**src/rtl/alu_pkg.sv**
```systemverilog
// Shared widths and ALU opcode constants for the ALU issue path.
package alu_pkg;
  localparam int DATA_WIDTH_DEF = 32;
  localparam int INST_WIDTH_DEF = 4;

  localparam logic [3:0] ADD_S = 4'd0;
  localparam logic [3:0] SUB_S = 4'd1;
  localparam logic [3:0] MUL_S = 4'd2;
  localparam logic [3:0] MAX_S = 4'd3;
  localparam logic [3:0] MIN_S = 4'd4;
  localparam logic [3:0] ADD_U = 4'd5;
  localparam logic [3:0] SUB_U = 4'd6;
  localparam logic [3:0] MUL_U = 4'd7;
  localparam logic [3:0] MAX_U = 4'd8;
  localparam logic [3:0] MIN_U = 4'd9;
  localparam logic [3:0] AND   = 4'd10;
  localparam logic [3:0] OR    = 4'd11;
  localparam logic [3:0] XOR   = 4'd12;
  localparam logic [3:0] NOT   = 4'd13;
  localparam logic [3:0] REV   = 4'd14;
endpackage

```
**src/rtl/alu_fifo.sv**
```systemverilog
// Synchronous FIFO with occupancy count; DEPTH must be a power of two.
module alu_fifo #(
  parameter  int WIDTH = 8,
  parameter  int DEPTH = 4,
  localparam int AW    = $clog2(DEPTH)
) (
  input  logic             i_clk,
  input  logic             i_rst_n,
  input  logic             i_push,
  input  logic [WIDTH-1:0] i_data,
  input  logic             i_pop,
  output logic [WIDTH-1:0] o_data,
  output logic             o_full,
  output logic             o_empty,
  output logic [AW:0]      o_count
);
  logic [WIDTH-1:0] mem [DEPTH];
  logic [AW-1:0]    wr_ptr;
  logic [AW-1:0]    rd_ptr;
  logic             do_push;
  logic             do_pop;

  // A push into a full FIFO is accepted only when the head leaves the same cycle.
  assign do_pop  = i_pop && !o_empty;
  assign do_push = i_push && (!o_full || do_pop);

  always_ff @(posedge i_clk or negedge i_rst_n) begin
    if (!i_rst_n) begin
      wr_ptr  <= '0;
      rd_ptr  <= '0;
      o_count <= '0;
    end else begin
      if (do_push) wr_ptr <= wr_ptr + 1'b1;
      if (do_pop)  rd_ptr <= rd_ptr + 1'b1;
      case ({do_push, do_pop})
        2'b10:   o_count <= o_count + 1'b1;
        2'b01:   o_count <= o_count - 1'b1;
        default: o_count <= o_count;
      endcase
    end
  end

  always_ff @(posedge i_clk) begin
    if (do_push) mem[wr_ptr] <= i_data;
  end

  assign o_data  = mem[rd_ptr];
  assign o_full  = (o_count == (AW+1)'(DEPTH));
  assign o_empty = (o_count == '0);
endmodule

```
**src/rtl/alu_issuer.sv**
```systemverilog
// Queues ALU commands, issues them one per cycle to a 1-cycle ALU and
// buffers the results in order, reserving response space before issuing.
module alu_issuer
  import alu_pkg::*;
#(
  parameter int DATA_WIDTH = DATA_WIDTH_DEF,
  parameter int INST_WIDTH = INST_WIDTH_DEF,
  parameter int CMD_DEPTH  = 4,
  parameter int RSP_DEPTH  = 4
) (
  input  logic                  i_clk,
  input  logic                  i_rst_n,
  input  logic                  i_cmd_valid,
  output logic                  o_cmd_ready,
  input  logic [DATA_WIDTH-1:0] i_cmd_a,
  input  logic [DATA_WIDTH-1:0] i_cmd_b,
  input  logic [INST_WIDTH-1:0] i_cmd_inst,
  output logic                  o_alu_valid,
  output logic [DATA_WIDTH-1:0] o_alu_a,
  output logic [DATA_WIDTH-1:0] o_alu_b,
  output logic [INST_WIDTH-1:0] o_alu_inst,
  input  logic [DATA_WIDTH-1:0] i_alu_data,
  input  logic                  i_alu_overflow,
  input  logic                  i_alu_valid,
  output logic                  o_rsp_valid,
  input  logic                  i_rsp_ready,
  output logic [DATA_WIDTH-1:0] o_rsp_data,
  output logic                  o_rsp_overflow,
  output logic [7:0]            o_ovf_count,
  output logic                  o_err,
  output logic                  o_busy
);
  localparam int CMD_W = 2*DATA_WIDTH + INST_WIDTH;
  localparam int RSP_W = DATA_WIDTH + 1;
  localparam int CCW   = $clog2(CMD_DEPTH);
  localparam int RCW   = $clog2(RSP_DEPTH);

  logic             cmd_full, cmd_empty;
  logic [CCW:0]     cmd_count;
  logic [CMD_W-1:0] cmd_head;
  logic             rsp_full, rsp_empty;
  logic [RCW:0]     rsp_count;
  logic [RSP_W-1:0] rsp_head;
  logic [1:0]       pending;
  logic [RCW+1:0]   rsp_occ;
  logic             issue, rsp_push, rsp_pop, cmd_push;

  // Ready comes from the registered count only; a full FIFO stays closed even on an issue cycle.
  assign o_cmd_ready = !cmd_full;
  assign cmd_push    = i_cmd_valid && o_cmd_ready;

  alu_fifo #(.WIDTH(CMD_W), .DEPTH(CMD_DEPTH)) u_cmd_fifo (
    .i_clk   (i_clk),
    .i_rst_n (i_rst_n),
    .i_push  (cmd_push),
    .i_data  ({i_cmd_a, i_cmd_b, i_cmd_inst}),
    .i_pop   (issue),
    .o_data  (cmd_head),
    .o_full  (cmd_full),
    .o_empty (cmd_empty),
    .o_count (cmd_count)
  );

  // Every in-flight op owns a response slot, so results can never be dropped.
  assign rsp_occ  = {1'b0, rsp_count} + {{RCW{1'b0}}, pending};
  assign issue    = !cmd_empty && !rsp_full && (rsp_occ < (RCW+2)'(RSP_DEPTH));
  assign rsp_push = i_alu_valid && (pending != 2'd0);
  assign rsp_pop  = !rsp_empty && i_rsp_ready;

  alu_fifo #(.WIDTH(RSP_W), .DEPTH(RSP_DEPTH)) u_rsp_fifo (
    .i_clk   (i_clk),
    .i_rst_n (i_rst_n),
    .i_push  (rsp_push),
    .i_data  ({i_alu_data, i_alu_overflow}),
    .i_pop   (rsp_pop),
    .o_data  (rsp_head),
    .o_full  (rsp_full),
    .o_empty (rsp_empty),
    .o_count (rsp_count)
  );

  assign o_rsp_valid    = !rsp_empty;
  assign o_rsp_data     = rsp_empty ? '0 : rsp_head[RSP_W-1:1];
  assign o_rsp_overflow = !rsp_empty && rsp_head[0];
  assign o_busy         = (cmd_count != '0) || (pending != 2'd0) || (rsp_count != '0);

  always_ff @(posedge i_clk or negedge i_rst_n) begin
    if (!i_rst_n) begin
      o_alu_valid <= 1'b0;
      o_alu_a     <= '0;
      o_alu_b     <= '0;
      o_alu_inst  <= '0;
      pending     <= 2'd0;
      o_ovf_count <= 8'd0;
      o_err       <= 1'b0;
    end else begin
      o_alu_valid <= issue;
      if (issue) {o_alu_a, o_alu_b, o_alu_inst} <= cmd_head;
      case ({issue, rsp_push})
        2'b10:   pending <= pending + 2'd1;
        2'b01:   pending <= pending - 2'd1;
        default: pending <= pending;
      endcase
      if (i_alu_valid && (pending == 2'd0)) o_err <= 1'b1;
      if (rsp_push && i_alu_overflow && (o_ovf_count != 8'hFF))
        o_ovf_count <= o_ovf_count + 8'd1;
    end
  end
endmodule

```
**config.mk**
```make
export PLATFORM = sky130hd
export DESIGN_NAME = alu_issuer
export DESIGN_NICKNAME = d
export VERILOG_FILES = /design/src/rtl/alu_pkg.sv /design/src/rtl/alu_fifo.sv /design/src/rtl/alu_issuer.sv
export SDC_FILE = /design/constraint.sdc
export NUM_CORES = 1
export LEC_CHECK = 0
export BUFFER_PORTS_ARGS = -buffer_cell sky130_fd_sc_hd__buf_2
export CAP_MARGIN = 30
export CORE_ASPECT_RATIO = 1.4
export CORE_MARGIN = 1.5
export CORE_UTILIZATION = 55
export CTS_CLUSTER_DIAMETER = 30
export DETAILED_ROUTE_END_ITERATION = 10
export PLACE_DENSITY = 0.75
export SYNTH_ARGS = -nofsm -noshare
export SYNTH_HDL_FRONTEND = slang
export SYNTH_SLANG_ARGS = --single-unit
```
**constraint.sdc**
```tcl
create_clock -name i_clk -period 6.2 [get_ports i_clk]
set_input_delay 1.24 -clock i_clk [delete_from_list [all_inputs] [get_ports i_clk]]
set_output_delay 1.24 -clock i_clk [all_outputs]
set_load 0.05 [all_outputs]
```
# Yosys cells after proc, flatten, opt, wreduce, memory -nomap -nowiden
# Memory sizes are Yosys's and may differ from the RTL's. A register that Yosys moved wholly into a read port is not among the register bits.
# Index checks and enable logic that the tools add are counted.
[totals] ram_bits=404 mem_count=2 reg_bits=26 latchBits=0 mem_bits_ro=0 inputBits=106 elab_cells=73
[op_classes] shifts=0 order_cmp=1 reduce_logical=31 bitwise=0 n_eq_ne=9 div_mod_pow=0 n_mux=8 mul=0 add_sub_neg=12
[memory_table] name="u_cmd_fifo.mem" words=4 word_bits=68 rd=1 rd_ports_with_merged_regs=1 wr=1 line_no="alu_fifo.sv:17" source="logic [WIDTH-1:0] mem [DEPTH];"
[memory_table] name="u_rsp_fifo.mem" words=4 word_bits=33 rd=1 rd_ports_with_merged_regs=0 wr=1 line_no="alu_fifo.sv:17"
[op_table] operator="32-bit two-way mux" count=1
[op_table] operator="1-bit logical AND" count=13
[op_table] operator="3-bit one-hot mux with 2 select lines" count=2
[op_table] operator="2-bit by 1-bit adder with 2-bit output (second input constant)" count=5
[op_table] operator="8-bit by 1-bit adder with 8-bit output (second input constant)" count=1
[op_table] operator="8-bit inequality test (second input constant)" count=1
[op_table] operator="2-bit nonzero test" count=4
[op_table] operator="3-bit by 1-bit adder with 3-bit output (second input constant)" count=2
[op_table] operator="2-bit by 1-bit equality test with 1-bit output (second input constant)" count=3
[op_table] operator="2-bit equality test (second input constant)" count=3
[op_table] operator="3-bit equality test (second input constant)" count=2
[op_table] operator="3-bit zero test" count=2
[op_table] operator="3-bit nonzero test" count=2
[op_table] operator="3-bit by 1-bit subtractor with 3-bit output (second input constant)" count=2
[op_table] operator="1-bit zero test" count=5
[op_table] operator="3-bit by 2-bit adder with 4-bit output" count=1
[op_table] operator="1-bit logical OR" count=4
[op_table] operator="4-bit by 3-bit less-than comparator with 1-bit output (second input constant)" count=1
[op_table] operator="1-bit two-way mux" count=4
[op_table] operator="2-bit one-hot mux with 2 select lines" count=1
[op_table] operator="2-bit zero test" count=1
[op_table] operator="2-bit by 1-bit subtractor with 2-bit output (second input constant)" count=1

# Logic depth before layout (Yosys ltp)
# Gate-level depths: netlist of run 1.
[depth] ltp_word=9 mapped_depth=11

# By module
# A second synthesis of run 1 with hierarchy kept.
[unflattened] hier_cells=865 area_unflattened_um2=19194.7
[by_module_without_submodules] module="alu_fifo (u_cmd_fifo)" instances=1 area_per_inst_um2=10273.6 cells_per_inst=402
[by_module_without_submodules] module="alu_fifo (u_rsp_fifo)" instances=1 area_per_inst_um2=5275.1 cells_per_inst=227
[by_module_without_submodules] module="alu_issuer" instances=1 area_per_inst_um2=3646.0 cells_per_inst=236

# Least setup slack after synthesis of run 1
# Ideal clock, no wire load.
[synth_path] kind="input to register" startpoint="in i_cmd_valid" endpoint="mem u_cmd_fifo.mem[0][0] (netlist name) (enable)" path_stages=1 path_buffers=0 arrival_time_ns=2.874 required_ns=5.766 setup_ns=0.434 setup_slack_ns=2.892 path_cell_list="and3_1"
[synth_between] elab_chain_len=4
[synth_lines] element="start, declared" line_no="alu_issuer.sv:13" source="input logic i_cmd_valid,"
[synth_lines] element="1-bit logical AND" line_no="alu_issuer.sv:50" source="assign cmd_push = i_cmd_valid && o_cmd_ready;"
[synth_lines] element="1-bit logical AND" line_no="alu_fifo.sv:25" source="assign do_push = i_push && (!o_full || do_pop);"
[synth_lines] element="1-bit two-way mux" line_no="alu_fifo.sv:44" source="if (do_push) mem[wr_ptr] <= i_data;"
[synth_lines] element="1-bit two-way mux (implied by the code)" line_no="alu_fifo.sv:44"
[synth_lines] element="end, declared" line_no="alu_fifo.sv:17"
# No other way between the ends.

# Worst setup path in the final report of run 1
[layout_path] startpoint="reg u_rsp_fifo.rd_ptr[0]" endpoint="out o_rsp_data[1]"
[layout_between] elab_chain_len=2
[layout_lines] element="start, declared" line_no="alu_fifo.sv:19" source="logic [AW-1:0] rd_ptr;"
[layout_lines] element="start signal, assigned" line_no="alu_fifo.sv:34" source="if (do_pop) rd_ptr <= rd_ptr + 1'b1;"
[layout_lines] element="memory 4 x 33 bit"
[layout_lines] element="32-bit two-way mux" line_no="alu_issuer.sv:83" source="assign o_rsp_data = rsp_empty ? '0 : rsp_head[RSP_W-1:1];"
[layout_lines] element="end, declared" line_no="alu_issuer.sv:27" source="output logic [DATA_WIDTH-1:0] o_rsp_data,"
# No other way between the ends.

==> summary.json, run 1 <==
{
  "via_count_of_the_first_global_routing_pass": 9855,
  "powerDensity_nw_per_um2": 594,
  "synth_mux_area_frac": 0.167,
  "crit_fanout": 33,
  "crit_slowest_cell": "sky130_fd_sc_hd__mux4_2",
  "clock_tree_from_tritoncts": "done",
  "track_usage": 0.207,
  "synth.yosys.seq_area_share": 0.772,
  "min_period_over_period": 0.600,
  "max_freq_mhz": 269,
  "clock_power_share": 0.284,
  "outcome": "completed",
  "wire_per_inst_um": 21.8,
  "port-buffer-count": 219,
  "finalPower_mw": 13.5,
  "vdd.ir_drop.worst_v": 0.000372,
  "timing.critical_path.required_ns": 4.96,
  "yosys_warnings": 0,
  "critical_path.endpoint_type": "primary output",
  "fin_tns_setup_ns": 0,
  "fin_area_um2": 22700,
  "synth_top_family_by_area": "multiplexers",
  "startpoint_type": "register",
  "vias_per_cell": 5.57,
  "synth-edff-count": 404,
  "floorplan.core_area_um2": 33400,
  "cts_inserted_buffers": 68,
  "power.combinational.fraction": 0.350,
  "netSwitchingPower_mw": 4.81,
  "initial_utilization": 0.561,
  "clk-insertion-delay-late_ns": 0.58,
  "flow.area_growth_from_synthesis_pct": 20.9,
  "routed_wirelength_um": 35000,
  "synth_compound_gate_area_share": 0.00414,
  "cts-hold-fix-buffers": 0,
  "antenna_found_initial": 9,
  "synth_seq_cells": 498,
  "boundaryPins": 220,
  "drive_gt1_frac": 0.453,
  "die-width_um": 159,
  "drt-initial-drc-count": 576,
  "dpl_worst_slack_ns": 3.03,
  "hold_path.class": "reg -> reg",
  "final_max_slew_viol_count": 0,
  "synth_area_um2": 18800,
  "largest_net_degree_at_the_start_of_global_routing": 70,
  "row_count": 79,
  "ys.flop_type": "sky130_fd_sc_hd__edfxtp_1",
  "timing_worst_slew_pin_value_ns": 0.917,
  "synth_commonest_cells": "404 x sky130_fd_sc_hd__edfxtp_1, 101 x sky130_fd_sc_hd__mux4_2, 94 x sky130_fd_sc_hd__dfrtp_1, 62 x sky130_fd_sc_hd__mux2_2, 39 x sky130_fd_sc_hd__and2_1",
  "syn-instance-count": 839,
  "grt_first_pass_wirelength_um": 54900,
  "p_sw_frac": 0.357,
  "dieArea_um2": 35200,
  "routed-via-count": 8969,
  "clkTransAtPathRegs_ns": 0.06,
  "postCtsResizedCells": 0,
  "postLayoutSetupSlackWorst_ns": 2.48,
  "yosys.area_share.xor_xnor": 0.00887,
  "cts_htree_levels": 3,
  "final.min_clock_period_ns": 3.72,
  "path_cells": "buf_4, mux4_2, and2_1, buf_2",
  "max-cap-violations": 0,
  "post-cts-setup-buffers": 0,
  "fp.dieH_um": 222,
  "synth.top_cell.area_share": 0.647,
  "finish.net_count": 1228,
  "timing.setup.critical_path_class": "reg -> out",
  "setup-violations-final": 0,
  "timing.clock.skew_ns": 0.0260,
  "synth-simple-area-share": 0.0221,
  "cts.sinks": 498,
  "synth_fp_nets": 960,
  "synthDistinctLibCells": 39,
  "first_pass_iters": 5,
  "max-clock-path-buffers": 3,
  "power.sequential.fraction": 0.366,
  "arrival_ns": 2.48,
  "final_hold_vio_count": 0,
  "async_reset_ff_frac": 0.189,
  "grt-ovfl-total": 0,
  "setup_repair_after_global_routing_missed_its_margin": "no",
  "p_int_mw": 8.66,
  "worst_slew_margin_rel": 0.389,
  "synthMostInstantiatedCell": "sky130_fd_sc_hd__edfxtp_1",
  "max_stage_delay_ns": 0.61,
  "drc_errors": 0,
  "hpwl_um": 20100,
  "place_area_um2": 20400,
  "power_leakage_nw": 8.25,
  "synth_fa_ha_area_frac": 0.0108,
  "globalplace.congestion": 0.698,
  "route.antenna.remaining_nets": 0,
  "syn_avg_cell_area_um2": 22.4,
  "cts-root-buf": "sky130_fd_sc_hd__clkbuf_16",
  "synth_top_cells_by_area": "sky130_fd_sc_hd__edfxtp_1 65%, sky130_fd_sc_hd__dfrtp_1 13%, sky130_fd_sc_hd__mux4_2 12%",
  "synthDominantAreaCellType": "sky130_fd_sc_hd__edfxtp_1"
}
-- cell families after synthesis --
group | Yosys count
compound gates | 11
flops | 498
xor+xnor | 19
buf+inv | 52
simple gates | 69
fa+ha+maj | 15
mux | 175
-- metrics by stage --
stage	hold WS [ns]	utilization	std cells
after detailed placement	0.451	0.610	1482
after floorplan	0.455	-	839
after CTS	0.455	0.679	1607
final	0.450	0.679	1610
after global placement	0.438	0.608	1480
after global routing	0.479	0.679	1610
-- flip-flops by register name, indices dropped and copies added (netlist names), 2 cells and up --
signal / cells
u_cmd_fifo.wr_ptr: 2
u_cmd_fifo.mem: 272
u_cmd_fifo.rd_ptr: 2
u_rsp_fifo.mem: 132
u_rsp_fifo.wr_ptr: 2
o_ovf_count: 8
u_rsp_fifo.o_count: 3
o_alu_inst: 4
o_alu_a: 32
u_cmd_fifo.o_count: 3
pending: 2
o_alu_b: 32
u_rsp_fifo.rd_ptr: 2
-- cell type report --
class                   count  area (µm²)
multi-input cells         289        4020
repair buffers            234        1250
well taps                 445         557
clock inverters            46         522
fillers                  2134       10700
diodes                      3        7.51
flip-flops and latches    498       14500
inverters                  16        65.1
clock buffers              79        1760
-- power groups by stage --
stage               logic, mW  registers, mW  clock network (mW)
finish                   4.72           4.93                3.82
CTS                      4.81           4.95                3.90
detailed placement       4.78           4.99                   0
global placement         4.69           4.94                   0
global route             5.01           5.03                4.04
floorplan                2.95           5.71                   0
-- cells in the final DEF, fill, tap and decap left out, types with 7 or more instances in the layout --
master and n:
sky130_fd_sc_hd__and2_1 39, sky130_fd_sc_hd__xnor2_1 8, sky130_fd_sc_hd__clkinv_4 8, sky130_fd_sc_hd__buf_2 218, sky130_fd_sc_hd__inv_1 15, sky130_fd_sc_hd__mux4_2 101
sky130_fd_sc_hd__mux2_4 9, sky130_fd_sc_hd__nor2_1 7, sky130_fd_sc_hd__mux2_2 62, sky130_fd_sc_hd__clkbuf_16 69, sky130_fd_sc_hd__inv_6 7, sky130_fd_sc_hd__ha_1 13
sky130_fd_sc_hd__clkinvlp_4 8, sky130_fd_sc_hd__clkinv_2 8, sky130_fd_sc_hd__clkbuf_1 10, sky130_fd_sc_hd__dfrtp_1 91, sky130_fd_sc_hd__bufinv_16 7, sky130_fd_sc_hd__buf_4 14
sky130_fd_sc_hd__edfxtp_1 404, sky130_fd_sc_hd__xor2_1 11
-- layer usage --
metal,vias up,wire length [µm],part of all wire,track usage
met5,-,60,0.0017,0
met4,10,754,0.022,0.0846
met3,61,2560,0.073,0.0593
met2,298,18300,0.52,0.357
met1,4658,13300,0.38,0.246
li1,3942,-,-,-
-- critical path: cells and delay by family (launching register included) --
family / cells / cell delay [ns]
flip-flops: 1 / 0.38
multiplexers: 1 / 0.61
buffers and inverters: 2 / 0.74
AND/OR/NAND/NOR: 1 / 0.17
-- final timing paths --
| kind | startpoint | endpoint | slack, ns | cells past startpoint |
|---|---|---|---|---|
| min | o_err | o_err | 0.45 | 1 |
| min in group asynchronous | i_rst_n | o_alu_b[3] | 0.77 | 1 |
| max reg2reg | u_cmd_fifo.rd_ptr[0] | o_alu_inst[2] | 3.51 | 3 |
| max | u_rsp_fifo.rd_ptr[0] | o_rsp_data[1] | 2.48 | 4 |
| min reg2reg | o_err | o_err | 0.45 | 1 |
| max in group asynchronous | i_rst_n | o_alu_inst[2] | 4.27 | 2 |
No activity file was read; power rests on OpenSTA's default activity.
==> inputs of run 2 (changes only) <==
Clock period 6.2 ns to 3.75 ns, I/O delays scaled along.
==> summary.json, run 2 (synthesis gave the netlist of run 1 again) <==
{
  "vias_per_cell": 5.58,
  "layout_common_cells": "404 x sky130_fd_sc_hd__edfxtp_1, 218 x sky130_fd_sc_hd__buf_2, 101 x sky130_fd_sc_hd__mux4_2",
  "timing.critical_path.required_ns": 3.00,
  "routed_wirelength_um": 36000,
  "clock_tree_from_tritoncts": "done",
  "port-buffer-count": 219,
  "cts.sinks": 498,
  "die-width_um": 159,
  "powerDensity_nw_per_um2": 995,
  "postLayoutCoreUtil": 0.687,
  "final_max_slew_viol_count": 0,
  "critical_path.endpoint_type": "primary output",
  "min_period_over_period": 0.847,
  "routed-wl-met2_um": 18900,
  "max-clock-path-buffers": 3,
  "top_register": "u_cmd_fifo.mem",
  "post-cts-setup-buffers": 0,
  "cts-hold-fix-buffers": 0,
  "hold_slack_ns": 0.281,
  "worst-r2r-cell-count": 5,
  "routed-via-count": 9036,
  "dieArea_um2": 35200,
  "final_hold_vio_count": 0,
  "outcome": "completed",
  "max_stage_delay_ns": 0.66,
  "globalplace.congestion": 0.714,
  "first_pass_iters": 5,
  "hold_path.class": "in -> async",
  "flow.area_growth_from_synthesis_pct": 22.3,
  "worst_r2r_endpoint": "o_alu_a[24]",
  "worst_slew_margin_rel": 0.401,
  "initial_utilization": 0.561,
  "fp.dieH_um": 222,
  "finalPower_mw": 22.8,
  "fin_tns_setup_ns": 0,
  "final_common_cell": "sky130_fd_sc_hd__edfxtp_1",
  "arrival_ns": 2.43,
  "max_ffs_per_register": 272,
  "route.antenna.remaining_nets": 0,
  "antenna_found_initial": 6,
  "cts-root-buf": "sky130_fd_sc_hd__clkbuf_16",
  "ff2ff_setup_slack_ns": 1.15,
  "startpoint_type": "register",
  "detailroute.wirelength.met3_um": 2520,
  "finish.net_count": 1234,
  "cts_inserted_buffers": 71,
  "vdd.ir_drop.worst_v": 0.000755,
  "cts_htree_levels": 3,
  "drive_gt1_frac": 0.460,
  "track_usage": 0.213,
  "grt-ovfl-total": 0,
  "clk-insertion-delay-late_ns": 0.58,
  "postCtsResizedCells": 0,
  "final.min_clock_period_ns": 3.18,
  "top_layer_reached_by_signal_wires": "met5",
  "path_cells": "buf_12, mux4_2, and2_1, buf_2",
  "drt-initial-drc-count": 512,
  "setup_repair_after_global_routing_missed_its_margin": "no",
  "hpwl_um": 20300,
  "setup-violations-final": 0,
  "clkTransAtPathRegs_ns": 0.06,
  "drc_errors": 0,
  "crit_fanout": 22,
  "timing_worst_slew_pin_value_ns": 0.899,
  "timing.clock.skew_ns": 0.0269,
  "power_leakage_nw": 8.39,
  "top_regs": "u_cmd_fifo.mem x272, u_rsp_fifo.mem x132",
  "max-cap-violations": 0,
  "max_freq_mhz": 315,
  "wire_per_inst_um": 22.2,
  "grt_first_pass_wirelength_um": 56200,
  "via_count_of_the_first_global_routing_pass": 9832,
  "timing.rr.start": "pending[1]",
  "crit_slowest_cell": "sky130_fd_sc_hd__dfrtp_2",
  "largest_net_degree_at_the_start_of_global_routing": 70,
  "timing.setup.critical_path_class": "reg -> out",
  "floorplan.core_area_um2": 33400,
  "row_count": 79,
  "boundaryPins": 220,
  "met1Wirelength_um": 13800
}
run 2: how the worst max path moves through the flow:
stage               slack [ns]                   from                    to
floorplan                 0.69  u_cmd_fifo.o_count[2]  u_cmd_fifo.mem[0][0]
global placement          1.11   u_rsp_fifo.rd_ptr[0]         o_rsp_data[4]
detailed placement        1.09   u_rsp_fifo.rd_ptr[0]         o_rsp_data[6]
CTS                       0.47   u_rsp_fifo.rd_ptr[0]        o_rsp_data[27]
global route              0.41   u_rsp_fifo.rd_ptr[0]         o_rsp_data[6]
finish                    0.57   u_rsp_fifo.rd_ptr[0]         o_rsp_data[6]
run 2: report_power, final:
group          switching (mW)  internal [mW]  leakage (nW)
combinational            4.87           2.95          2.40
clock                    2.55           4.19          1.20
sequential              0.770           7.50          4.80
total                    8.19           14.6          8.39
run 2: routing by layer:
| metal | track usage | up-vias |
|---|---|---|
| met5 | 0 | - |
| met4 | 0.0749 | 8 |
| met3 | 0.0627 | 72 |
| met2 | 0.370 | 310 |
| met1 | 0.253 | 4682 |
| li1 | - | 3964 |
run 2: final cells by class:
cell class / instances / area [µm²]
Inverter: 16 / 65.1
Timing Repair Buffer: 237 / 1340
Multi-Input combinational cell: 289 / 4020
Antenna cell: 2 / 5.00
Clock buffer: 87 / 1960
Tap cell: 445 / 557
Clock inverter: 45 / 508
Sequential cell: 498 / 14500
Fill cell: 2139 / 10500
run 2: critical path: cells and delay by family, from the launching register on:
family	cells	cell delay (ns)
muxes	1	0.54
DFF	1	0.66
buffers and inverters	2	0.48
and+or+nand+nor	1	0.17
run 2: metrics by stage:
stage / area (µm²) / std cells / worst slack (ns)
global route: 22900 / 1618 / 0.408
CTS: 22900 / 1616 / 0.473
floorplan: 18800 / 839 / 0.691
detailed placement: 20400 / 1484 / 1.09
finish: 22900 / 1619 / 0.573
global placement: 20400 / 1483 / 1.11
